`src/rtl/data_mem_arbiter.sv`:
```
// data_mem_arbiter: two-port arbiter in front of a single-port data memory.
// Serves one access per cycle, returns read data / write ack one cycle later.
//
// Ports:
//   clock, reset           : system clock, synchronous active-high reset
//   pX_req/we/addr/wdata   : requester X (X = 0,1) access request
//   pX_gnt/rvalid/rdata/err: grant pulse, response pulse, read data, range error
//   mem_we/addr/wdata      : memory write enable, address, write data
//   mem_rdata              : combinational read data of mem_addr
//
// Configuration macro: ARB_ROUND_ROBIN_EN
//   defined   : on simultaneous requests grant the port that was not granted last
//   undefined : fixed priority, port 0 always wins
module data_mem_arbiter #(
  parameter int ADDR_W    = 32,
  parameter int DATA_W    = 32,
  parameter int MEM_DEPTH = 20
) (
  input  logic              clock,
  input  logic              reset,
  input  logic              p0_req,
  input  logic              p0_we,
  input  logic [ADDR_W-1:0] p0_addr,
  input  logic [DATA_W-1:0] p0_wdata,
  input  logic              p1_req,
  input  logic              p1_we,
  input  logic [ADDR_W-1:0] p1_addr,
  input  logic [DATA_W-1:0] p1_wdata,
  output logic              p0_gnt,
  output logic              p0_rvalid,
  output logic [DATA_W-1:0] p0_rdata,
  output logic              p0_err,
  output logic              p1_gnt,
  output logic              p1_rvalid,
  output logic [DATA_W-1:0] p1_rdata,
  output logic              p1_err,
  output logic              mem_we,
  output logic [ADDR_W-1:0] mem_addr,
  output logic [DATA_W-1:0] mem_wdata,
  input  logic [DATA_W-1:0] mem_rdata
);

  typedef enum logic [1:0] {
    IDLE   = 2'd0,
    SERVE0 = 2'd1,
    SERVE1 = 2'd2
  } state_e;

  state_e            state_q, state_d;
  logic              last_q, last_d;
  logic [1:0]        rvalid_q, err_q;
  logic [DATA_W-1:0] rd0_q, rd1_q;

  logic              serving;
  logic              sel_we;
  logic [ADDR_W-1:0] sel_addr;
  logic [DATA_W-1:0] sel_wdata;
  logic              in_range;

  // Next grant from the requests sampled at this edge.
  always_comb begin
    state_d = IDLE;
`ifdef ARB_ROUND_ROBIN_EN
    if (p0_req && p1_req) begin
      state_d = last_q ? SERVE0 : SERVE1;
    end else if (p0_req) begin
      state_d = SERVE0;
    end else if (p1_req) begin
      state_d = SERVE1;
    end
`else
    if (p0_req) begin
      state_d = SERVE0;
    end else if (p1_req) begin
      state_d = SERVE1;
    end
`endif
    last_d = last_q;
    if (state_d == SERVE0) begin
      last_d = 1'b0;
    end else if (state_d == SERVE1) begin
      last_d = 1'b1;
    end
  end

  // Memory side follows the served port; reset kills the access at once.
  assign serving   = (state_q != IDLE) && !reset;
  assign sel_we    = (state_q == SERVE1) ? p1_we    : p0_we;
  assign sel_addr  = (state_q == SERVE1) ? p1_addr  : p0_addr;
  assign sel_wdata = (state_q == SERVE1) ? p1_wdata : p0_wdata;
  assign in_range  = sel_addr < ADDR_W'(MEM_DEPTH);

  assign mem_we    = serving && sel_we && in_range;
  assign mem_addr  = serving ? sel_addr  : '0;
  assign mem_wdata = serving ? sel_wdata : '0;

  assign p0_gnt    = !reset && (state_q == SERVE0);
  assign p1_gnt    = !reset && (state_q == SERVE1);
  assign p0_rvalid = !reset && rvalid_q[0];
  assign p1_rvalid = !reset && rvalid_q[1];
  assign p0_err    = !reset && err_q[0];
  assign p1_err    = !reset && err_q[1];
  assign p0_rdata  = reset ? '0 : rd0_q;
  assign p1_rdata  = reset ? '0 : rd1_q;

  always_ff @(posedge clock) begin
    if (reset) begin
      state_q  <= IDLE;
      last_q   <= 1'b1;
      rvalid_q <= '0;
      err_q    <= '0;
      rd0_q    <= '0;
      rd1_q    <= '0;
    end else begin
      state_q  <= state_d;
      last_q   <= last_d;
      rvalid_q <= '0;
      err_q    <= '0;
      if (state_q == SERVE0) begin
        rvalid_q[0] <= 1'b1;
        err_q[0]    <= !in_range;
        if (!in_range) begin
          rd0_q <= '0;
        end else if (!sel_we) begin
          rd0_q <= mem_rdata;
        end
      end
      if (state_q == SERVE1) begin
        rvalid_q[1] <= 1'b1;
        err_q[1]    <= !in_range;
        if (!in_range) begin
          rd1_q <= '0;
        end else if (!sel_we) begin
          rd1_q <= mem_rdata;
        end
      end
    end
  end

endmodule

```
`config.mk`:
```
export PLATFORM = sky130hd
export DESIGN_NAME = data_mem_arbiter
export DESIGN_NICKNAME = d
export VERILOG_FILES = /design/src/rtl/data_mem_arbiter.sv
export SDC_FILE = /design/constraint.sdc
export NUM_CORES = 1
export LEC_CHECK = 0
export CAP_MARGIN = 15
export CORE_AREA = 2 2 117 119
export CTS_BUF_LIST = sky130_fd_sc_hd__clkbuf_8
export DETAILED_ROUTE_END_ITERATION = 8
export DIE_AREA = 0 0 119 121
export PLACE_DENSITY_LB_ADDON = 0.1
export REMOVE_ABC_BUFFERS = 1
export SLEW_MARGIN = 20
export SYNTH_ARGS = -nofsm -noshare
export SYNTH_HDL_FRONTEND = slang
export SYNTH_SLANG_ARGS = --single-unit
```
`constraint.sdc`:
```
create_clock -name clock -period 5.2 [get_ports clock]
set_clock_uncertainty 0.05 [all_clocks]
set_input_delay 1.3 -clock clock [delete_from_list [all_inputs] [get_ports clock]]
set_output_delay 1.3 -clock clock [all_outputs]
set_load 0.01 [all_outputs]
```
### Yosys cells after proc, flatten, opt, wreduce, memory -nomap -nowiden

Index checks and enable logic that the tools add are counted.

| storage, ports and cells | value |
|---|---|
| flip-flop bits (word level) | 70 |
| bits of input ports | 166 |
| output and inout port bits | 135 |

| cells by class | value |
|---|---|
| magnitude comparators | 1 |
| equality and inequality tests | 3 |
| muxes and demuxes | 13 |
| bitwise logic cells | 2 |
| reduce and logical (&&, ||, !) cells | 17 |

Operator list:

| cell | number |
|---|---|
| $mux 32 | 8 |
| $lt 32x5->1 const B | 1 |
| $logic_and 1x1->1 | 9 |
| $reduce_or 2->1 | 3 |
| $mux 1 | 4 |
| $reduce_and 2->1 | 2 |
| $eq 2x1->1 const B | 1 |
| $eq 2x2->1 const B | 1 |
| $logic_not 1->1 | 2 |
| $mux 2 | 1 |
| $ne 2x2->1 const B | 1 |
| $not 1->1 | 2 |
| $reduce_bool 2->1 | 1 |

### Longest topological paths before layout

| depth | value |
|---|---|
| depth after elaboration | 5 |
| gate-level depth with buffers | 6 |

### Least setup slack after synthesis

No wires, ideal clock.

| timing path | value |
|---|---|
| path type | input port to output port |
| start | in reset |
| end | out mem_addr[12] |
| arrival | 2,169 ps |
| required time | 3,850 ps |
| setup slack | 1,681 ps |
| stages | 5 |
| buffers on the path | 3 |
| cell sequence | buf_2 o21bai_1 clkbuf_1 buf_2 a21oi_1 |

| on the way | value |
|---|---|
| cells in the longest elaborated chain, start to end | 3 |

RTL lines:

| what | line | RTL |
|---|---|---|
| start: declaration | 20 | `input logic reset,` |
| $logic_not 1->1 | 87 | `assign serving = (state_q != IDLE) && !reset;` |
| $logic_and 1x1->1 | 87 |  |
| $mux 32 | 94 | `assign mem_addr = serving ? sel_addr : '0;` |
| end: declaration | 38 | `output logic [ADDR_W-1:0] mem_addr,` |

Every way passes these cells.

### Final worst setup path

| timing path | value |
|---|---|
| start | in p0_addr[30] |
| end | out mem_we |

| on the way | value |
|---|---|
| cells in the longest elaborated chain, start to end | 3 |

RTL lines:

| what | line | RTL |
|---|---|---|
| start: declaration | 23 | `input logic [ADDR_W-1:0] p0_addr,` |
| $mux 32 | 89 | `assign sel_addr = (state_q == SERVE1) ? p1_addr : p0_addr;` |
| $lt 32x5->1 | 91 | `assign in_range = sel_addr < ADDR_W'(MEM_DEPTH);` |
| $logic_and 1x1->1 | 93 | `assign mem_we = serving && sel_we && in_range;` |
| end: declaration | 37 | `output logic mem_we,` |

Every way passes these cells.

==> impl_metrics.ini <==
[worst_setup_path]
critPathCaptureType = primary output
critPathKind = primary input to primary output
cpPeakStageDelay_ns = 0.58
cp_cell_sequence = clkdlybuf4s50_1, nor4_1, buf_4, and4_1, nand4_1, a21oi_1, clkdlybuf4s50_1
reg2reg_depth = 3
crit_fanout = 4
arrival_ns = 3.47
reg2reg_to = rd1_q[18]
critPathSlowestCell = clkdlybuf4s50_1
crit_top_cell = clkdlybuf4s50_1
regToRegStartpoint = state_q[0]
critPathRequiredTime_ns = 3.85
start_kind = primary input
reg2reg_slack_ns = 2.86

[logic_synthesis]
synth_ff_type = dfxtp_1
yosys.area.top_type = dfxtp_1
ys_async_sr_fraction = 0
ys_seq_area_frac = 0.3752
synthCells = 476
avgSynthCellArea_um2 = 7.846
synth_commonest_cells = nand2_1 (128), dfxtp_1 (70), nor2b_1 (70)
synth_area_um2 = 3735
yosys_warnings = 0
ys_ff_latch = 70
synth_edf_count = 0
synth_cell_types = 23
yosys.area.top_type_share = 0.3752
synthTopCellsByArea = dfxtp_1 (38%), nand2_1 (13%), nor2b_1 (12%)
post-synth-top-count-cell = nand2_1

[die]
die_h_um = 121
num_rows = 42
dieArea_um2 = 14400
die_w_um = 119
coreArea_um2 = 13090
ioPinCount = 301
start_util = 0.2854

[placement]
io_buffers = 300
dp_hpwl_um = 12590
dp.cells = 917
dp_slack_ns = 0.4019
place_congestion = 0.9478

[timing]
finalSetupTns_ns = 0
slew_violations = 0
rsz0062_at_grt = false
tightest_slew_ns = 0.9053
setup_ws_ns = 0.3801
period_minus_slack_ns = 4.820
hold_viol_final = 0
setup_viol = 0
relSlewSlack = 0.3952
period_share = 0.9269
max_freq_mhz = 207.5

[power]
p_leak_nw = 2.661
finalPower_w = 0.001327
power.density_nw_per_um2 = 188.7
ir_drop_v = 0.0001033

[drt]
first_pass_iters = 6
wl_per_cell_um = 18.06
wirelength_um = 16850
drtIter0Drc = 188
vias_per_cell = 4.871
ant_nets = 0
vias = 4545
drc = 0

[clock_tree]
numCtsBuffers = 9
ctsHoldBuffers = 0
clkLatencyLatePin_ns = 0.33
cts-root-buf = clkbuf_8
cts.path.max_buffers = 2
clk_pin_slew_ns = 0.07
htreeDepth = 3
cts_resized = 0
clock_sinks = 70
cts_tree = done
cts_setup_buffers = 0

[global_route]
grt.overflow.total = 0
grt_pass1_wl_um = 25490
grt_max_degree = 75
grt_pass1_vias = 4598
antenna_found_initial = 0
track_usage = 0.2281

[min_path]
hold_depth = 2
holdPathEnd = rd0_q[12]
hp-class = register to register
hp-start = rd0_q[12]

[final_layout]
final_cells = 933
final_layout_size_suffix_gt1_frac = 0.08983
antenna-diode-count = 0
area_delta_synth_final_pct = 88.31
fillCellCount = 1239
nNetsFinal = 918

[run]
drv_cap = 0

[run_status]
status = completed
-- layout by cell type (no fill, tap or decap), drive strengths merged, types with 3 or more instances in the layout --
| cell | count |
|---|---|
| dfxtp | 70 |
| nor2b | 70 |
| a22o | 64 |
| inv | 3 |
| and4 | 4 |
| clkbuf | 9 |
| clkdlybuf4s50 | 299 |
| nor2 | 4 |
| nor4 | 12 |
| nand2 | 128 |
| bufinv | 3 |
| a21oi | 65 |
| buf | 9 |
-- power breakdown --
group          switching [W]  internal [W]
Combinational       0.000108      0.000163
Sequential        0.00000147      0.000537
Clock               0.000200      0.000317
-- cell type report --
cell class | count | area, µm² | area share
clock inverters | 7 | 113.9 | 0.01619
repair buffers | 308 | 3058 | 0.4348
clock buffers | 9 | 123.9 | 0.01761
multi-input cells | 363 | 2116 | 0.3008
flip-flops and latches | 70 | 1401 | 0.1993
well taps | 176 | 220.2 | 0.03131
-- layer usage --
| layer | vias up | GRT usage | wire length, µm |
|---|---|---|---|
| li1 | 2195 | - | - |
| met1 | 2109 | 0.2747 | 6984 |
| met2 | 214 | 0.3901 | 8097 |
| met3 | 27 | 0.06767 | 1282 |
| met4 | 0 | 0.07366 | 488 |
| met5 | - | 0 | 0 |
-- through the flow --
stage | hold WS [ns] | cell area [µm²] | util
2_1_floorplan | 0.4574 | 3496 | -
3_3_place_gp | 0.5529 | 6795 | 0.5193
3_5_place_dp | 0.5499 | 6795 | 0.5193
4_1_cts | 0.5813 | 7033 | 0.5375
5_1_grt | 0.6122 | 7033 | 0.5375
6_report | 0.5832 | 7033 | 0.5375
-- kinds of logic after synthesis --
logic type	synth area share
compound gates	0.2633
buf+inv	0.06399
flops	0.3752
simple gates	0.2975
-- worst max-delay path: cells and delay by family --
| kind | cells | cell delay [ns] |
|---|---|---|
| buffers and inverters | 3 | 1.19 |
| AND/OR/NAND/NOR | 3 | 0.81 |
| AO/OA/AOI/OAI | 1 | 0.17 |
-- state kept, by name, indices dropped and copies added, names as in the netlist --
register	cells
rd1_q	32
rd0_q	32
err_q	2
state_q	2
rvalid_q	2
-- how the worst max path moves through the flow --
stage                 from     end  slack, ns  cells past startpoint
3_5_place_dp   p0_addr[30]  mem_we       0.40                      7
2_1_floorplan   state_q[1]  mem_we       0.90                      3
3_3_place_gp   p0_addr[30]  mem_we       0.38                      7
6_report       p0_addr[30]  mem_we       0.38                      7
5_1_grt        p0_addr[30]  mem_we       0.27                      7
4_1_cts        p0_addr[30]  mem_we       0.39                      7
Power figures use the tool's default switching activity.
